[config.mk]
export PLATFORM = sky130hd
export DESIGN_NAME = decode_posit_pipe
export DESIGN_NICKNAME = d
export VERILOG_FILES = /design/src/rtl/decode_posit_pkg.sv /design/src/rtl/decode_posit_lane.sv /design/src/rtl/decode_posit_pipe.sv
export SDC_FILE = /design/constraint.sdc
export NUM_CORES = 1
export LEC_CHECK = 0
export CORE_MARGIN = 10
export CORE_UTILIZATION = 51
export CTS_BUF_LIST = sky130_fd_sc_hd__clkbuf_4
export DETAILED_ROUTE_END_ITERATION = 8
export PLACE_DENSITY = 0.77
export REMOVE_ABC_BUFFERS = 1
export SETUP_SLACK_MARGIN = 0.5
export SYNTH_ARGS = -nofsm -noshare
export SYNTH_HDL_FRONTEND = slang
export SYNTH_SLANG_ARGS = --single-unit
[constraint.sdc]
create_clock -name clk -period 2.65 [get_ports clk]
set_input_delay 0.265 -clock clk [delete_from_list [all_inputs] [get_ports clk]]
set_output_delay 0.265 -clock clk [all_outputs]
set_load 0.005 [all_outputs]
[src/rtl/decode_posit_pkg.sv]
// Shared sizing helpers and eposit flag positions for the pipelined posit decoder.
// eposit layout, MSB first: {inf, zero, sign, regime[RW-1:0], expfrac[FW-1:0]}.
package decode_posit_pkg;

  localparam int INF_FROM_MSB  = 0;
  localparam int ZERO_FROM_MSB = 1;
  localparam int SIGN_FROM_MSB = 2;

  function automatic int calc_rw(input int n);
    return $clog2(2 * n - 2);
  endfunction

  function automatic int calc_fw(input int n);
    return n - 3;
  endfunction

  function automatic int calc_ew(input int n);
    return 3 + calc_rw(n) + calc_fw(n);
  endfunction

endpackage

[src/rtl/decode_posit_lane.sv]
// Combinational per-lane posit decode: run-length one-hot (stage-1 side) and
// eposit field extraction from a registered posit plus its one-hot (stage-2 side).
module decode_posit_lane
  import decode_posit_pkg::*;
#(
  parameter  int N  = 8,
  localparam int RW = calc_rw(N),
  localparam int FW = calc_fw(N),
  localparam int EW = calc_ew(N)
) (
  input  logic [N-1:0]  posit_s1,
  output logic [N-2:0]  run_oh_s1,
  input  logic [N-1:0]  posit_s2,
  input  logic [N-2:0]  run_oh_s2,
  output logic [EW-1:0] eposit_s2
);

  logic [N-1:0]  ext;
  logic          found;
  logic [RW-1:0] run_m;
  logic [RW-1:0] sh_amt;
  logic [RW-1:0] regime;
  logic [N-1:0]  shifted;
  logic          sign;
  logic          body_zero;

  // A sentinel bit opposite to the lead bit terminates a run that fills the whole body.
  always_comb begin
    ext       = {posit_s1[N-2:0], ~posit_s1[N-2]};
    run_oh_s1 = '0;
    found     = 1'b0;
    for (int j = 1; j <= N - 1; j++) begin
      if (!found && (ext[N-1-j] != ext[N-1])) begin
        run_oh_s1[j-1] = 1'b1;
        found          = 1'b1;
      end
    end
  end

  always_comb begin
    run_m = '0;
    for (int j = 0; j < N - 1; j++) begin
      if (run_oh_s2[j]) run_m = RW'(j + 1);
    end
    sign      = posit_s2[N-1];
    body_zero = ~|posit_s2[N-2:0];
    // Dropping the run and its terminator left-aligns the remaining exp/frac bits.
    sh_amt    = run_m + RW'(1);
    shifted   = posit_s2 << sh_amt;
    if (posit_s2[N-2] ^ sign) regime = RW'(N - 2) + run_m;
    else                      regime = RW'(N - 1) - run_m;
    eposit_s2 = '0;
    eposit_s2[EW-1-INF_FROM_MSB]  = sign & body_zero;
    eposit_s2[EW-1-ZERO_FROM_MSB] = ~sign & body_zero;
    eposit_s2[EW-1-SIGN_FROM_MSB] = sign;
    if (!body_zero) begin
      eposit_s2[FW +: RW]  = regime;
      eposit_s2[FW-1:0]    = shifted[N-2:2];
    end
  end

endmodule

[src/rtl/decode_posit_pipe.sv]
// Two-stage valid/ready pipelined decoder of LANES N-bit posits into eposits.
// Optional NaR/zero output counters are built when DECODE_POSIT_STATS_EN is defined.
module decode_posit_pipe
  import decode_posit_pkg::*;
#(
  parameter  int N     = 8,
  parameter  int LANES = 1,
  localparam int EW    = calc_ew(N)
) (
  input  logic                  clk,
  input  logic                  rst,
  input  logic                  in_valid,
  output logic                  in_ready,
  input  logic [LANES*N-1:0]    in_posit,
  output logic                  out_valid,
  input  logic                  out_ready,
  output logic [LANES*EW-1:0]   out_eposit
`ifdef DECODE_POSIT_STATS_EN
  ,
  output logic [15:0]           nar_count,
  output logic [15:0]           zero_count
`endif
);

  // Handshake: a beat moves on valid&ready; a valid stage that is not loading holds.
  logic                      load1, load2;
  logic                      v1_q, v1_d, v2_q, v2_d;
  logic [LANES*N-1:0]        posit1_q, posit1_d;
  logic [LANES*(N-1)-1:0]    oh1_q, oh1_d, oh_in;
  logic [LANES*EW-1:0]       ep2_q, ep2_d, ep_next;

  for (genvar g = 0; g < LANES; g++) begin : g_lane
    decode_posit_lane #(.N(N)) u_lane (
      .posit_s1  (in_posit[g*N +: N]),
      .run_oh_s1 (oh_in[g*(N-1) +: (N-1)]),
      .posit_s2  (posit1_q[g*N +: N]),
      .run_oh_s2 (oh1_q[g*(N-1) +: (N-1)]),
      .eposit_s2 (ep_next[g*EW +: EW])
    );
  end

  always_comb begin
    load2    = !v2_q || out_ready;
    load1    = !v1_q || load2;
    v1_d     = v1_q;
    posit1_d = posit1_q;
    oh1_d    = oh1_q;
    v2_d     = v2_q;
    ep2_d    = ep2_q;
    if (load1) begin
      v1_d = in_valid;
      if (in_valid) begin
        posit1_d = in_posit;
        oh1_d    = oh_in;
      end
    end
    if (load2) begin
      v2_d = v1_q;
      if (v1_q) ep2_d = ep_next;
    end
  end

  always_ff @(posedge clk) begin
    if (rst) begin
      v1_q     <= 1'b0;
      v2_q     <= 1'b0;
      posit1_q <= '0;
      oh1_q    <= '0;
      ep2_q    <= '0;
    end else begin
      v1_q     <= v1_d;
      v2_q     <= v2_d;
      posit1_q <= posit1_d;
      oh1_q    <= oh1_d;
      ep2_q    <= ep2_d;
    end
  end

  assign in_ready   = load1;
  assign out_valid  = v2_q;
  assign out_eposit = ep2_q;

`ifdef DECODE_POSIT_STATS_EN
  logic [15:0] nar_q, nar_d, zero_q, zero_d;
  logic [16:0] nar_sum, zero_sum;

  always_comb begin
    nar_sum  = {1'b0, nar_q};
    zero_sum = {1'b0, zero_q};
    if (v2_q && out_ready) begin
      for (int g = 0; g < LANES; g++) begin
        nar_sum  = nar_sum  + 17'(ep2_q[g*EW + EW-1-INF_FROM_MSB]);
        zero_sum = zero_sum + 17'(ep2_q[g*EW + EW-1-ZERO_FROM_MSB]);
      end
    end
    nar_d  = nar_sum[16]  ? 16'hFFFF : nar_sum[15:0];
    zero_d = zero_sum[16] ? 16'hFFFF : zero_sum[15:0];
  end

  always_ff @(posedge clk) begin
    if (rst) begin
      nar_q  <= '0;
      zero_q <= '0;
    end else begin
      nar_q  <= nar_d;
      zero_q <= zero_d;
    end
  end

  assign nar_count  = nar_q;
  assign zero_count = zero_q;
`endif

endmodule

==> flow_metrics.tcl, run 1 <==
set metrics [dict create \
    final_cell_mix "dfxtp_1 (27), nand2_1 (25), clkdlybuf4s50_1 (25)" \
    h-tree-depth 2 \
    grt_pass1_vias 1284 \
    async_reset_ff_share_pct 0 \
    synth-edff-count 0 \
    min_path_type "reg -> reg" \
    hold_violations 0 \
    fin_util_pct 67.00 \
    drc 0 \
    final_antenna_net_count 0 \
    cts_root_buf "clkbuf_4" \
    numCtsBuffers 5 \
    worst_ep_required_time_ns 2.87 \
    leakage_nw 0.7394 \
    p_switching_w 0.0003177 \
    power_density_nw_per_um2 599.1 \
    insertion_delay_ns 0.33 \
    core-area_sq_um 3003 \
    ir_drop_uv 317.5 \
    post-route-period-util_pct 77.75 \
    std_cell_rows 20 \
    antenna_found_initial 0 \
    clock_skew_ns 0.005391 \
    wl_microns 3646 \
    hold_buffers 0 \
    ios 26 \
    pwr-share-seq_pct 40.0 \
    ys_ff_latch 29 \
    cp_max_fo 7 \
    arrival_ns 2.28 \
    grt_start_max_net_pins 30 \
    timing.fmax_mhz 485.4 \
    p_clk_share_pct 37.4 \
    timing.rr.end "out_eposit[0]" \
    ys_types 44 \
    hold_start "out_eposit[11]" \
    grt_overflow 0 \
    post-route-min-period_ns 2.060 \
    dp_hpwl_microns 2626 \
    clockBufferDepth 2 \
    p_comb_share_pct 22.6 \
    avgSynthCellArea_sq_um 8.593 \
    synth_warnings 0 \
    die-area_sq_um 5681 \
    die_x_microns 75.38 \
    setup_tns_ns 0 \
    synth_area_sq_um 1564 \
    drt_iter0_drc 123 \
    cp-end-kind "flop" \
    wire_per_inst_microns 14.94 \
    min_to "out_eposit[11]" \
    worst_setup_path_start_kind "flop" \
    gp_congestion 0.9163 \
    switching_share_pct 26.36 \
    intPower_w 0.0008876 \
    rsz0062_at_grt "false" \
    hold_path_depth 2 \
    final_common_cell "dfxtp_1" \
    cap_violations 0 \
    port_buffers 25 \
    vias 1393 \
    r2r-start "oh1_q[4]" \
    post_drt_via_cell_ratio 5.709 \
    grt_first_pass_wirelength_microns 5844 \
    status "finished, final reports clean" \
    worst_slew_pin_slew_ns 0.4949 \
    initial_utilization_pct 52.08 \
    ff2ff_setup_slack_ns 0.59 \
    cts_tree "done" \
    relSlewSlack_pct 66.76 \
    grt_usage_pct 13.35 \
    setup_violations 0 \
    synth_ff_type "dfxtp_1" \
    r2r_cells 9 \
    die_h_microns 75.38 \
    criticalPathCategory "reg -> reg" \
    dr.pass1.iters 4 \
    synth-seq-area-share_pct 37.12 \
    final_nets 224 \
    antenna_cells 0 \
    synth_cells 182 \
    report.final.slew_viol_count 0 \
    post_route_cells_drive_above_1_share_pct 18.96 \
    clkSinkCount 29 \
    area.growth.synth_to_final_pct 28.64 \
    clkSlewWorstSetupHoldPaths_ns 0.09 \
]
## state kept, by name, summed over array words and instances (netlist names)
register,flops
oh1_q,7
posit1_q,8
out_valid,1
out_eposit,12
v1_q,1
## metrics by stage
stage / setup slack [ns] / power [W] / std cells / area, sq um / hold WS [ns]
after detailed placement: 0.2401 / 0.0007261 / 233 / 1828 / 0.4566
after floorplan: 0.5648 / 0.0006431 / 172 / 1514 / 0.3296
final: 0.5897 / 0.001205 / 244 / 2012 / 0.4644
after CTS: 0.5072 / 0.001195 / 242 / 1963 / 0.4705
after global placement: 0.4610 / 0.0007182 / 233 / 1828 / 0.4440
after global routing: 0.4756 / 0.001265 / 244 / 2012 / 0.4797
## cells in the mapped netlist, types with 2 or more instances
cell type / instances / share of area (%)
clkbuf_1: 7 / 1.7
xnor2_1: 2 / 1.1
dfxtp_1: 29 / 37
a211oi_1: 5 / 2.4
o21ai_0: 4 / 1.3
nand2b_1: 3 / 1.2
mux2_2: 2 / 1.4
mux2i_1: 9 / 5.8
a32oi_1: 3 / 1.7
ha_1: 2 / 1.6
a221oi_2: 2 / 1.9
nand2_1: 25 / 6.0
nor4_4: 3 / 4.1
nand3b_1: 2 / 0.96
or4_1: 2 / 0.96
nand3_1: 5 / 1.6
nor2_1: 23 / 5.5
a21oi_1: 19 / 6.1
or3_1: 2 / 0.80
nor3_1: 4 / 1.3
inv_1: 5 / 1.2
a22oi_1: 2 / 0.96
## logic make-up after synthesis
family	share of synthesized area, %
AO/OA/AOI/OAI	20.00
multiplexers	8.160
XOR/XNOR	2.721
flip-flops	37.12
AND/OR/NAND/NOR	25.76
buffers and inverters	4.640
adder cells (fa/ha/maj)	1.600
## power groups by stage
stage          logic (W)  registers [W]  clock network [W]
2_1_floorplan   0.000157       0.000486                  0
3_3_place_gp    0.000230       0.000488                  0
3_5_place_dp    0.000237       0.000489                  0
4_1_cts         0.000254       0.000481           0.000461
5_1_grt         0.000297       0.000485           0.000483
6_report        0.000273       0.000482           0.000451
## final cells by class
type | count | area (sq um)
Clock buffer | 5 | 37.54
Clock inverter | 3 | 65.06
Fill cell | 253 | 991.0
Inverter | 6 | 22.52
Multi-Input combinational cell | 137 | 964.7
Sequential cell | 29 | 585.6
Tap cell | 33 | 41.29
Timing Repair Buffer | 31 | 295.3
## repair_timing
| action | 4_1_cts | 5_1_grt |
|---|---|---|
| resized for setup | 6 | 7 |
| setup buffers | 1 | 2 |
| pin swaps | 1 | 2 |
| setup endpoints to repair | 5 | 5 |
## how the worst max path moves through the flow
stage	startpoint	to	slack, ns
after detailed placement	oh1_q[4]	out_eposit[0]	0.24
after global placement	oh1_q[4]	out_eposit[0]	0.46
after CTS	oh1_q[1]	out_eposit[0]	0.51
final	oh1_q[4]	out_eposit[0]	0.59
after floorplan	oh1_q[4]	out_eposit[2]	0.56
after global routing	oh1_q[4]	out_eposit[1]	0.48
## worst max-delay path, stage by stage (launching register included)
cell	delay, ns
dfxtp_4	0.38
nor2_2	0.19
a221oi_4	0.10
nor2_4	0.15
inv_1	0.10
ha_4	0.36
mux2i_4	0.28
o21ai_0	0.12
a32oi_1	0.21
nor2_1	0.06
## metal layers
layer / up-vias / track usage, % / share of wire, % / routed length [microns]
met3: 10 / 4.036 / 3.7 / 134
met2: 39 / 21.34 / 48 / 1733
li1: 709 / - / - / -
met1: 635 / 15.64 / 45 / 1653
met5: - / 0 / 0 / 0
met4: 0 / 7.216 / 3.4 / 125
No activity file was read; power rests on OpenSTA's default activity.
==> run 2: changes to the inputs <==
- clock period: 2.65 -> 1.9 ns (I/O delays scaled with it)
==> flow_metrics.tcl, run 2 (synthesis results as in run 1) <==
set metrics [dict create \
    status "complete, but fails checks" \
    violations "negative setup slack" \
    grt_first_pass_wirelength_microns 6810 \
    rsz0062_at_grt "true" \
    grt_usage_pct 15.28 \
    initial_utilization_pct 52.08 \
    worst_setup_path_start_kind "flop" \
    grt_start_max_net_pins 30 \
    clkSlewWorstSetupHoldPaths_ns 0.11 \
    clkSinkCount 29 \
    leakage_nw 1.071 \
    path_cells "nor2_4, a221oi_4, nor2_2, inv_2, ha_4, mux2i_4, o21ai_1, a32oi_1, nor2_1" \
    antenna_found_initial 0 \
    setup_tns_ns -0.05890 \
    report.final.slew_viol_count 0 \
    ios 26 \
    gp_congestion 0.8777 \
    drt_iter0_drc 161 \
    die_h_microns 75.38 \
    slowest_stage "dfxtp_4" \
    area.growth.synth_to_final_pct 54.32 \
    timing.fmax_mhz 517.6 \
    final_cells 277 \
    cp_max_fo 7 \
    topRoutingLayerUsed "met4" \
    endpoint "out_eposit[0]" \
    ir_drop_uv 588.5 \
    fin_util_pct 80.38 \
    post-route-period-util_pct 101.7 \
    routed-wl-met3_microns 319 \
    die_x_microns 75.38 \
    wl_met1_microns 1998 \
    r2r_cells 9 \
    criticalPathCategory "reg -> reg" \
    hold_buffers 0 \
    worst_slew_pin_slew_ns 0.6479 \
    ff2ff_setup_slack_ns -0.03 \
    pre_cts_ws_ns -0.2498 \
    clock_skew_ns 0.01118 \
    drc 0 \
    wire_per_inst_microns 17.96 \
    antenna_cells 0 \
    grt_pass1_vias 1568 \
    min_path_type "in -> reg" \
    port_buffers 25 \
    final_common_cell "buf_4" \
    numCtsBuffers 5 \
    r2r-start "oh1_q[4]" \
    cp-end-kind "flop" \
    setup_ws_ns -0.03206 \
    final_cell_mix "buf_4 (32), nand2_1 (24), nor2_1 (20)" \
    dp.cells 253 \
    final_nets 257 \
    worst_ep_required_time_ns 2.13 \
    n_fill_cell 194 \
    grt_overflow 0 \
    met2_wirelength_microns 2494 \
    post_drt_via_cell_ratio 6.000 \
    max_stage_delay_ns 0.38 \
    setup_violations 3 \
    power_density_nw_per_um2 729.8 \
    vias 1662 \
    cts_root_buf "clkbuf_4" \
    multi_input_area_sq_um 1086 \
    largest_reg_flops 12 \
    std_cell_rows 20 \
    timing.rr.end "out_eposit[0]" \
    post_route_cells_drive_above_1_share_pct 41.39 \
    core-area_sq_um 3003 \
    post-route-min-period_ns 1.932 \
    seqCellArea_sq_um 605.6 \
    finalPower_w 0.001761 \
    arrival_ns 2.16 \
    hold_violations 0 \
    relSlewSlack_pct 56.50 \
    wl_microns 4975 \
    final_antenna_net_count 0 \
    cts_tree "done" \
    cap_violations 0 \
    startpoint "oh1_q[4]" \
    dr.pass1.iters 4 \
    dp_hpwl_microns 2806 \
    h-tree-depth 2 \
    clockBufferDepth 2 \
    insertion_delay_ns 0.35 \
    die-area_sq_um 5681 \
]
-- run 2: layout make-up --
cell class | count | area share, %
clock buffer | 5 | 1.555
timing repair buffer | 64 | 23.69
inverter | 6 | 1.037
multi-input combinational | 137 | 45.00
sequential | 29 | 25.09
clock inverter | 3 | 1.918
tap | 33 | 1.711
-- run 2: worst min path at each step --
stage,start,end,slack (ns),cells after the start
6_report,in_posit[4],posit1_q[4],0.38,4
5_1_grt,in_posit[5],posit1_q[5],0.39,4
4_1_cts,in_posit[4],posit1_q[4],0.35,4
3_5_place_dp,out_eposit[11],out_eposit[11],0.45,2
3_3_place_gp,out_eposit[11],out_eposit[11],0.44,2
2_1_floorplan,rst,out_eposit[3],0.25,1
-- run 2: routing by layer --
metal  up-vias  global-route usage, %
met5         -                      0
met4         0                  7.835
met3        17                  3.516
met2        80                  26.91
met1       785                  16.70
li1        780                      -
-- run 2: power breakdown --
part	switching, W	internal [W]	total (W)
Sequential	0.0000354	0.000639	0.000674
Clock	0.000251	0.000278	0.000530
Combinational	0.000263	0.000295	0.000557
Total	0.000549	0.00121	0.00176
-- run 2: metrics by stage --
| stage | cell area [sq um] | hold WS [ns] |
|---|---|---|
| 3_5_place_dp | 1978 | 0.4503 |
| 2_1_floorplan | 1514 | 0.2546 |
| 5_1_grt | 2414 | 0.3869 |
| 6_report | 2414 | 0.3765 |
| 4_1_cts | 2248 | 0.3538 |
| 3_3_place_gp | 1978 | 0.4431 |
-- run 2: repair_timing --
action,CTS,global route
buffers inserted,7,9
setup endpoints to repair,23,21
pin swaps,16,11
gates resized for setup,49,31
endpoints found under the hold margin,0,0
cloned,0,0
-- run 2: critical path, delay by kind of cell, from the launching register on --
family,cells,cell delay (ns)
AO/OA/AOI/OAI,3,0.39
buffers and inverters,1,0.06
AND/OR/NAND/NOR,3,0.34
multiplexers,1,0.30
adder cells (fa/ha/maj),1,0.35
flip-flops,1,0.38
==> run 3: changes to the inputs <==
- SLEW_MARGIN: unset -> 40
==> results of run 3 <==
The final DEF is identical to that of run 2; final timing and power are the same.
